==> src/rtl/id_decoder.sv <==
// RV32I-subset decode stage: registers decoded fields into ID/EX, inserts load-use
// bubbles, honours downstream stall and branch flush, and counts illegal instructions.
module id_decoder #(
    parameter int unsigned DATA_W = 32,
    parameter int unsigned CNT_W  = 8
) (
    input  logic              i_clk,
    input  logic              i_rst,
    input  logic              i_valid,
    input  logic [DATA_W-1:0] i_instr,
    input  logic [DATA_W-1:0] i_pc,
    input  logic              i_stall,
    input  logic              i_flush,
    output logic              o_ready,
    output logic              o_valid,
    output logic [DATA_W-1:0] o_pc,
    output logic [4:0]        o_rd,
    output logic [4:0]        o_rs1,
    output logic [4:0]        o_rs2,
    output logic [DATA_W-1:0] o_imm,
    output logic [1:0]        o_alu_op,
    output logic              o_alu_src_imm,
    output logic              o_reg_we,
    output logic              o_mem_re,
    output logic              o_mem_we,
    output logic              o_branch,
    output logic              o_illegal,
    output logic [CNT_W-1:0]  o_illegal_cnt
);

    localparam logic [1:0] AluAdd  = 2'd0;
    localparam logic [1:0] AluSub  = 2'd1;
    localparam logic [1:0] AluSll  = 2'd2;
    localparam logic [1:0] AluPass = 2'd3;

    logic [6:0]  opcode;
    logic [2:0]  funct3;
    logic [6:0]  funct7;
    logic [4:0]  rd, rs1, rs2;

    logic        legal;
    logic [1:0]  alu_op_d;
    logic        src_imm_d, reg_we_raw, mem_re_d, mem_we_d, branch_d;
    logic        use_rs1, use_rs2;
    logic [31:0] imm32;
    logic [DATA_W-1:0] imm_d;

    logic        hazard, take, hold;

    assign opcode = i_instr[6:0];
    assign funct3 = i_instr[14:12];
    assign funct7 = i_instr[31:25];
    assign rd     = i_instr[11:7];
    assign rs1    = i_instr[19:15];
    assign rs2    = i_instr[24:20];

    always_comb begin
        legal      = 1'b0;
        alu_op_d   = AluAdd;
        src_imm_d  = 1'b0;
        reg_we_raw = 1'b0;
        mem_re_d   = 1'b0;
        mem_we_d   = 1'b0;
        branch_d   = 1'b0;
        use_rs1    = 1'b0;
        use_rs2    = 1'b0;
        imm32      = 32'h0;
        case (opcode)
            7'b0110111: begin
                legal      = 1'b1;
                alu_op_d   = AluPass;
                src_imm_d  = 1'b1;
                reg_we_raw = 1'b1;
                imm32      = {i_instr[31:12], 12'h000};
            end
            7'b0110011: begin
                if (funct3 == 3'b000 && funct7 == 7'b0000000) begin
                    legal    = 1'b1;
                    alu_op_d = AluAdd;
                end else if (funct3 == 3'b000 && funct7 == 7'b0100000) begin
                    legal    = 1'b1;
                    alu_op_d = AluSub;
                end else if (funct3 == 3'b001 && funct7 == 7'b0000000) begin
                    legal    = 1'b1;
                    alu_op_d = AluSll;
                end
                reg_we_raw = legal;
                use_rs1    = legal;
                use_rs2    = legal;
            end
            7'b0010011: begin
                if (funct3 == 3'b000) begin
                    legal      = 1'b1;
                    src_imm_d  = 1'b1;
                    reg_we_raw = 1'b1;
                    use_rs1    = 1'b1;
                    imm32      = {{20{i_instr[31]}}, i_instr[31:20]};
                end
            end
            7'b1100011: begin
                if (funct3 == 3'b000) begin
                    legal    = 1'b1;
                    alu_op_d = AluSub;
                    branch_d = 1'b1;
                    use_rs1  = 1'b1;
                    use_rs2  = 1'b1;
                    imm32    = {{19{i_instr[31]}}, i_instr[31], i_instr[7],
                                i_instr[30:25], i_instr[11:8], 1'b0};
                end
            end
            7'b0100011: begin
                if (funct3 == 3'b010) begin
                    legal     = 1'b1;
                    src_imm_d = 1'b1;
                    mem_we_d  = 1'b1;
                    use_rs1   = 1'b1;
                    use_rs2   = 1'b1;
                    imm32     = {{20{i_instr[31]}}, i_instr[31:25], i_instr[11:7]};
                end
            end
            7'b0000011: begin
                if (funct3 == 3'b010) begin
                    legal      = 1'b1;
                    src_imm_d  = 1'b1;
                    reg_we_raw = 1'b1;
                    mem_re_d   = 1'b1;
                    use_rs1    = 1'b1;
                    imm32      = {{20{i_instr[31]}}, i_instr[31:20]};
                end
            end
            default: ;
        endcase
    end

    assign imm_d = DATA_W'($signed(imm32));

    // o_mem_re is only ever set for a valid LW sitting in ID/EX
    assign hazard = o_valid & o_mem_re & (o_rd != 5'd0) & i_valid &
                    ((use_rs1 & (rs1 == o_rd)) | (use_rs2 & (rs2 == o_rd)));

    assign o_ready = ~i_rst & (i_flush | (~i_stall & ~hazard));
    assign take    = ~i_rst & ~i_flush & ~i_stall & ~hazard & i_valid;
    assign hold    = ~i_rst & ~i_flush & i_stall;

    always_ff @(posedge i_clk) begin
        if (i_rst) begin
            o_illegal_cnt <= '0;
        end else if (take && !legal && o_illegal_cnt != {CNT_W{1'b1}}) begin
            o_illegal_cnt <= o_illegal_cnt + 1'b1;
        end

        // Reset, flush, hazard and idle cycles all load a bubble (take = 0)
        if (!hold) begin
            o_valid       <= take;
            o_pc          <= take ? i_pc  : '0;
            o_rd          <= take ? rd    : 5'd0;
            o_rs1         <= take ? rs1   : 5'd0;
            o_rs2         <= take ? rs2   : 5'd0;
            o_imm         <= take ? imm_d : '0;
            o_alu_op      <= take ? alu_op_d : AluAdd;
            o_alu_src_imm <= take & src_imm_d;
            o_reg_we      <= take & reg_we_raw & (rd != 5'd0);
            o_mem_re      <= take & mem_re_d;
            o_mem_we      <= take & mem_we_d;
            o_branch      <= take & branch_d;
            o_illegal     <= take & ~legal;
        end
    end

endmodule

==> config.mk <==
export PLATFORM = sky130hd
export DESIGN_NAME = id_decoder
export DESIGN_NICKNAME = d
export VERILOG_FILES = /design/src/rtl/id_decoder.sv
export SDC_FILE = /design/constraint.sdc
export NUM_CORES = 1
export LEC_CHECK = 0
export BUFFER_PORTS_ARGS = -buffer_cell sky130_fd_sc_hd__buf_2
export CAP_MARGIN = 20
export CORE_UTILIZATION = 49
export CTS_CLUSTER_DIAMETER = 50
export CTS_CLUSTER_SIZE = 24
export DETAILED_ROUTE_END_ITERATION = 10
export PLACE_DENSITY = 0.83
export SLEW_MARGIN = 20
export SYNTH_ARGS = -nofsm -noshare
export SYNTH_HDL_FRONTEND = slang
export SYNTH_SLANG_ARGS = --single-unit
==> constraint.sdc <==
create_clock -name i_clk -period 4.7 [get_ports i_clk]
set_input_delay 0.94 -clock i_clk [delete_from_list [all_inputs] [get_ports i_clk]]
set_output_delay 0.94 -clock i_clk [all_outputs]
set_load 0.005 [all_outputs]
==> metrics list, run 1 <==
* Result of the run: finished, final reports clean
- HPWL reported at the end of detailed placement: 7280 µm
* Routability Congestion: 0.829
- Dominant combinational cell family by area after synthesis: simple AND/OR/NAND/NOR gates
- Most area-consuming cells after synthesis: sky130_fd_sc_hd__edfxtp_1, sky130_fd_sc_hd__and2_1, sky130_fd_sc_hd__dfxtp_1
- The clock passes through at most 2 buffers.
* Final critical-path required period: 3.74 ns
* IO Port Bufs: 165
- The first global-routing pass estimated 15600 µm of wire.
- Final clock skew: 0.0187 ns
- The synthesized design contains 96 register bits.
- DRC marker count from the first detailed-route iteration: 163
- In the final layout, flip-flops and latches occupy 2800 µm².
- Required time at the worst-slack endpoint: 3.76 ns
- The post-route netlist has 39.2% of its cells at a drive strength greater than 1.
* Clock latency on the worst-skew pair: 0.36 ns
- RSZ-0062 raised after global routing: no
* Post-synthesis cell type count: 53
- Residual DRC: 0
* Number of hold buffers added after CTS: 0
- In this run, flip-flops and latches consume 56.2% of the power.
- The die is 95.0 µm tall.
- Post-CTS sizing: 0
* Number of synthesized flops with an enable pin: 88
- The tool flagged a number of max-cap violations equal to 0.
* Reported leakage power: 2.40 nW
- In this run the standard cell core region covers 8300 µm².
- Once detail routing completed, the nets flagged for antenna violations numbered 0.
- Critical path type: in2out
- Starting density of the core: 51.1%
- Post-detailed-routing wire length: 10300 µm
* Post-Place Setup Slack: 1.05 ns
- Net count of the mapped netlist: 401
* Post-synthesis area per instance: 12.8 µm²
* Critical-path maximum fanout: 6
- Sequential elements use 66.1% of the synthesized area.
- The synthesized netlist devotes 0.295% of its cell area to adder and majority cells.
- STA classifies the critical path endpoint as an output pin.
- The internal portion of the total power is 1.34 mW.
- Depth of the CTS H-tree: 3
- Most instantiated flip-flop cell in the synthesis netlist: sky130_fd_sc_hd__edfxtp_1
* Area of the die: 9030 µm²
- The clock net in this run drives a total of 96 sinks.
- Number of rows in the core area: 33
* Signed area change from the synthesized netlist to the final layout: 26.9%
- Setup fix buffers added after clock tree synthesis: 0
- NetSw: 0.406 mW
* Cell type contributing the most total cell area after synthesis: sky130_fd_sc_hd__edfxtp_1
- Actual transition at the worst max-transition pin: 0.803 ns
- The number of global-route vias before repair is 3103.
- Summing the areas of all xor and xnor instances in the mapped netlist gives 2.89% of the synthesized area.
- Total negative slack: 0 ns
- Across the VDD grid, the largest voltage drop is 193 µV.
- Buffer cell driving the clock tree root: sky130_fd_sc_hd__clkbuf_8
* NumNets Final: 565
* Via count: 3268
* Area fraction in compound gates after synthesis: 7.55%
- Of the total power, the clock network draws 35.1%.
- Most common cell in the synthesized netlist: sky130_fd_sc_hd__edfxtp_1
* Type of the worst min-delay path: reg2reg
- Total routing resource utilization after global routing: 23.0%
- Combinational logic is responsible for 8.7% of the overall power.
- For the worst setup path, the data arrival time is 2.80 ns.
* Synth Warn #: 0
* Simple logic cell fraction of the synthesized area: 19.9%
* Launching element type of the critical path: input pin
- Of the post-synthesis cell area, the part taken by muxes is 0.236%.
- CTS clk-pin slew, worst paths: 0.10 ns
- Total power per unit cell area: 325 nW/µm²
- Entering global routing, the biggest net connects 89 pins.
- Of the post-synthesis cell area, the dominant cell type holds 62.3%.
- Top cells by instance count after synthesis: sky130_fd_sc_hd__edfxtp_1, sky130_fd_sc_hd__and2_1, sky130_fd_sc_hd__a21oi_1
* Ys async rst share: 0%
- Layout filler cell count: 640
- Setup violations remaining at the end of the flow were counted as 0.
- CTS buffer count: 9
- Area taken by multi-input logic gates: 1330 µm²
* Mapped Area: 4240 µm²
* CTS tree: yes
* Number of failing hold endpoints at the final stage: 0
- Summed over all layers, the global routing overflow is 0.
* Worst reg-to-reg setup slack: 2.25 ns
- Slew Viols, Final: 0
- For this run, the detailed router's first-pass iteration total came to 4.
- Net switching is 23.2% of the power.
- In the final routed layout, each cell accounts on average for 17.0 µm.
- After layout, the worst setup slack is 0.962 ns.
* Diode insertion count for antenna repair: 0
* Max-slew headroom: 46.5%
- Timing would allow up to 268 MHz.
- Period Utilization, post-route: 79.5%
- The cell count after synthesis came out at 331.
- Using the TritonRoute via totals, the vias-per-cell ratio works out to 5.40.
- During I/O placement, the number of pins put on the boundary was 166.
- DIE WIDTH: 95.0 µm
* Number of antenna violations at the first check in global routing: 0
-- power by group through the flow --
stage	clock (mW)	combinational, mW	sequential [mW]
after detailed placement	0	0.152	1.00
after CTS	0.614	0.152	0.985
after global routing	0.644	0.168	0.989
after global placement	0	0.147	1.00
final	0.614	0.153	0.984
after floorplan	0	0.0519	1.01
-- cell usage in the layout, fill, tap and decap left out, types with 4 or more instances in the layout --
cell type,instances
sky130_fd_sc_hd__buf_2,165
sky130_fd_sc_hd__edfxtp_1,88
sky130_fd_sc_hd__and2_1,49
sky130_fd_sc_hd__a21oi_1,26
sky130_fd_sc_hd__nor3_1,25
sky130_fd_sc_hd__nor2_1,23
sky130_fd_sc_hd__inv_1,12
sky130_fd_sc_hd__xnor2_1,9
sky130_fd_sc_hd__clkbuf_8,9
sky130_fd_sc_hd__dfxtp_1,8
sky130_fd_sc_hd__nand3_1,7
sky130_fd_sc_hd__nand2_1,6
sky130_fd_sc_hd__xor2_1,5
sky130_fd_sc_hd__a22oi_1,5
sky130_fd_sc_hd__or4_1,4
sky130_fd_sc_hd__and3_1,4
-- final timing paths --
path | startpoint | cells after the start | endpoint
worst max-delay path | i_instr[3] | 8 | o_ready
worst min-delay path | o_illegal_cnt[7]$_SDFFE_PP0P_ | 2 | o_illegal_cnt[7]$_SDFFE_PP0P_
worst max register to register | o_rd[1]$_SDFFCE_PN0N_ | 7 | o_pc[17]$_SDFFCE_PN0N_
worst min register to register | o_illegal_cnt[7]$_SDFFE_PP0P_ | 2 | o_illegal_cnt[7]$_SDFFE_PP0P_
-- kinds of logic after synthesis --
logic type | Yosys count
AOI/OAI and AO/OA | 49
xor gates and xnor gates | 14
adders and majority gates | 1
buffers and inverters | 28
DFF | 96
muxes | 1
and+or+nand+nor | 142
-- flip-flops by register name (all words and copies together) (netlist names) --
signal,count
o_alu_op,2
o_valid,1
o_rd,5
o_pc,32
o_illegal,1
o_alu_src_imm,1
o_rs1,5
o_mem_we,1
o_imm,32
o_branch,1
o_rs2,5
o_illegal_cnt,8
o_reg_we,1
o_mem_re,1
-- layout make-up --
cell class	count	share of cell area (%)
flip-flops and latches	96	52.1
multi-input cells	207	24.6
repair buffers	168	15.8
well taps	105	2.44
clock buffers	9	2.30
clock inverters	7	1.91
inverters	13	0.906
-- stage by stage --
step                      instances  power [mW]  instance area, µm²  hold WS, ns  util (%)
after floorplan                 331        1.06                4240        0.489         -
after global placement          589        1.15                5150        0.494      62.0
after detailed placement        589        1.16                5150        0.520      62.0
after CTS                       605        1.75                5380        0.536      64.8
after global routing            605        1.80                5380        0.562      64.9
final                           605        1.75                5380        0.522      64.9
-- worst max-delay path, cell delays in order --
cell and delay, ns:
sky130_fd_sc_hd__buf_2 0.10, sky130_fd_sc_hd__nand3b_1 0.22, sky130_fd_sc_hd__nor4_4 0.30, sky130_fd_sc_hd__nor3b_2 0.43, sky130_fd_sc_hd__o22ai_1 0.25, sky130_fd_sc_hd__a211oi_1 0.34
sky130_fd_sc_hd__nor3_1 0.09, sky130_fd_sc_hd__buf_2 0.13
-- metal layers --
layer	vias up	track usage [%]	part of all wire [%]	wire (µm)
met5	-	0	0	0
met4	0	8.71	1.7	177
met3	16	5.50	6.8	694
met2	151	38.9	50	5090
met1	1563	28.5	42	4310
li1	1538	-	-	-
No activity file was read; power rests on OpenSTA's default activity.
==> run 2, diff against run 1 <==
==> constraint.sdc (replaced) <==
create_clock -name i_clk -period 3.5 [get_ports i_clk]
set_input_delay 0.7 -clock i_clk [delete_from_list [all_inputs] [get_ports i_clk]]
set_output_delay 0.7 -clock i_clk [all_outputs]
set_load 0.005 [all_outputs]
==> run 2 against run 1 <==
Clock skew fell by 0.0044 ns; worst setup slack got worse by 0.66 ns; core utilization fell by 0.060 points; flip-flop and latch count did not move; global-route usage fell by 0.55 points; routed wire length fell by 3.0%; critical endpoint unchanged; largest cell class unchanged.
==> metrics list, run 2 (synthesized netlist as in run 1, its figures left out) <==
- Result of the run: finished, final reports clean
- The most critical setup path has its startpoint at i_instr[3].
- The quantity of gates resized following cts was 0 (unchanged).
- Post-Place Setup Slack: 0.336 ns (-0.710 ns)
- Setup fix buffers added after clock tree synthesis: 0 (unchanged)
* Residual DRC: 0 (unchanged)
- Following the worst setup path forward leads to its endpoint at o_ready.
- The biggest fanout along the worst timing path is 6 (unchanged).
* Drt pass-1 iters: 4 (unchanged)
* Number of hold buffers added after CTS: 0 (unchanged)
- Number of rows in the core area: 33 (unchanged)
* Max-slew headroom: 52.2% (+5.8 points)
- The area of the die was 9030 µm² (unchanged).
* Actual transition at the worst max-transition pin: 0.714 ns (-0.0885 ns)
* RSZ-0062 raised after global routing: no
* Endpoint of the lowest-slack register-to-register path: o_pc[13]$_SDFFCE_PN0N_
* Placeable core region: 8300 µm² (unchanged)
- The total negative setup slack came to 0 ns (unchanged).
- Crit path arrival time: 2.50 ns (-0.30 ns)
- Worst-path cell with the longest stage delay: sky130_fd_sc_hd__nor3b_2
* Required time at the worst-slack endpoint: 2.80 ns (-0.96 ns)
- The HPWL reported at the end of detailed placement was 7440 µm (+2.1%).
- The max-slew violation count came to 0 (unchanged).
* Post-detailed-routing wire length: 9970 µm (-3.0%)
* FF-to-FF path depth: 7 (unchanged)
* Vias in the first global route: 2977 (-4.1%)
- Maximum clock insertion buffer count: 2 (unchanged)
- Launching element type of the critical path: input pin
* Total power: 2.23 mW (+27%)
- Die Height: 95.0 µm (unchanged)
- The library cell used most frequently in the layout, excluding fill and tap cells, is sky130_fd_sc_hd__buf_2.
- Final clock skew: 0.0142 ns (-0.00443 ns)
- The number of diodes added for antenna fixing came to 0 (unchanged).
- Signed area change from the synthesized netlist to the final layout: 26.8% (about the same)
* Smallest setup slack after layout: 0.298 ns (-0.664 ns)
- IO Port Bufs: 165 (unchanged)
* Total routing resource utilization after global routing: 22.4% (-0.55 points)
* Number of primary I/O pins: 166 (unchanged)
* Pin count of the biggest net entering global routing: 54 (-39%)
- The largest registers in the layout are o_imm x32, o_pc x32, o_illegal_cnt x8.
* Final critical-path required period: 3.20 ns
* CTS buffer count: 9 (unchanged)
* Total power per unit cell area: 415 nW/µm² (+27%)
- NumNets Final: 570 (+0.88%)
* Number of antenna violations at the first check in global routing: 0 (unchanged)
- The total number of vias came to 3265 (-0.092%).
- The width of the chip was 95.0 µm (unchanged).
- The insertion delay to the later sink of the worst-skew pair is 0.35 ns (about the same).
- The number of H-tree branching levels was 3 (unchanged).
* Number of clock sinks: 96 (unchanged)
* Fraction of final layout cells sized beyond drive strength 1: 39.6% (+0.40 points)
* VDD IR-drop max: 237 µV (+23%)
* Reported leakage power: 2.42 nW (+0.97%)
- The startpoint identified for the worst register-to-register timing path is o_rd[0]$_SDFFCE_PN0N_.
* Top library cells by usage in the layout, fill and taps aside: sky130_fd_sc_hd__buf_2, sky130_fd_sc_hd__edfxtp_1, sky130_fd_sc_hd__and2_1, sky130_fd_sc_hd__a21oi_1, sky130_fd_sc_hd__nor3_1
* CTS clk-pin slew, worst paths: 0.08 ns (-0.02 ns)
- Static timing analysis puts the maximum clock frequency at 312 MHz.
- The antenna violation net count after detailed routing came to 0 (unchanged).
- The number of max-cap violations came to 0 (unchanged).
- CTS tree: yes
- Endpoint class of the critical path: output pin
- Starting density of the core: 51.1% (unchanged)
* Wire length per cell after detailed routing: 16.3 µm (-3.8%)
- The hold violation total from the final report came to 0 (unchanged).
- Series of cell instances along the critical path: buf_2, nand3b_1, nor4_4, nor3b_2, o22ai_1, a211oi_1, nor3_1, buf_2
- Max stage delay on crit path: 0.40 ns (-0.03 ns)
* Cell seen most often among critical-path stages: sky130_fd_sc_hd__buf_2
- The DRC marker count from the first detailed-route iteration was 100 (-39%).
* Detailed-route vias per instance: 5.35 (-0.91%)
* Aggregate global routing overflow: 0 (unchanged)
* Buffer cell driving the clock tree root: sky130_fd_sc_hd__clkbuf_8
- Period Utilization, post-route: 91.5%
- Routability Congestion: 0.828 (about the same)
* Type of the worst min-delay path: reg2reg
- The count of final setup violators came to 0 (unchanged).
* Critical path type: in2out
- Worst reg-to-reg setup slack: 0.93 ns (-1.32 ns)
- First-pass GRT wire length: 15000 µm (-3.8%)
[run 2: cell count changes in the layout (fill, tap and decap cells not counted)]
cell / delta
sky130_fd_sc_hd__bufinv_16: -1
sky130_fd_sc_hd__clkinv_2: +2
sky130_fd_sc_hd__nand2_8: -1
sky130_fd_sc_hd__inv_8: -1
sky130_fd_sc_hd__inv_6: +1
sky130_fd_sc_hd__clkinvlp_4: -2
sky130_fd_sc_hd__nand2_4: +1
sky130_fd_sc_hd__clkinv_1: +1
sky130_fd_sc_hd__buf_4: +5
[run 2: metrics by stage]
step / instance area (µm²) / cells / hold WS, ns / utilization (%)
floorplan: 4240 / 331 / 0.489 / -
global placement: 5190 / 594 / 0.498 / 62.5
detailed placement: 5190 / 594 / 0.520 / 62.5
CTS: 5380 / 610 / 0.529 / 64.8
global route: 5380 / 610 / 0.573 / 64.8
finish: 5380 / 610 / 0.529 / 64.8
[run 2: worst max-delay path: cells and delay by family]
kind | cells | cell delay [ns]
buffers and inverters | 2 | 0.23
AND/OR/NAND/NOR | 4 | 0.99
AO/OA/AOI/OAI | 2 | 0.57
[run 2: report_power, final]
part | total, mW | switching, mW | internal (mW)
Combinational | 0.202 | 0.109 | 0.0930
Clock | 0.706 | 0.375 | 0.331
Sequential | 1.32 | 0.0196 | 1.30
Total | 2.23 | 0.504 | 1.73
[run 2: per-layer routing]
| layer | vias to the layer above | track usage (%) | share of wire (%) |
|---|---|---|---|
| li1 | 1550 | - | - |
| met1 | 1553 | 28.5 | 41 |
| met2 | 147 | 37.6 | 50 |
| met3 | 15 | 5.90 | 7.7 |
| met4 | 0 | 6.57 | 1.7 |
| met5 | - | 0 | 0 |
[run 2: final cells by class]
cell class | count | area [µm²]
flip-flops and latches | 96 | 2800
fillers | 647 | 2920
inverters | 13 | 48.8
clock inverters | 7 | 68.8
repair buffers | 173 | 886
well taps | 105 | 131
multi-input cells | 207 | 1320
clock buffers | 9 | 124
[run 2: worst min-delay path by stage]
stage                                       start                            end  slack [ns]  cells after the start
floorplan           o_illegal_cnt[7]$_SDFFE_PP0P_  o_illegal_cnt[7]$_SDFFE_PP0P_        0.49                      2
global placement    o_illegal_cnt[7]$_SDFFE_PP0P_  o_illegal_cnt[7]$_SDFFE_PP0P_        0.50                      2
detailed placement  o_illegal_cnt[7]$_SDFFE_PP0P_  o_illegal_cnt[7]$_SDFFE_PP0P_        0.52                      2
CTS                 o_illegal_cnt[7]$_SDFFE_PP0P_  o_illegal_cnt[7]$_SDFFE_PP0P_        0.53                      2
global route        o_illegal_cnt[7]$_SDFFE_PP0P_  o_illegal_cnt[7]$_SDFFE_PP0P_        0.57                      2
finish              o_illegal_cnt[7]$_SDFFE_PP0P_  o_illegal_cnt[7]$_SDFFE_PP0P_        0.53                      2
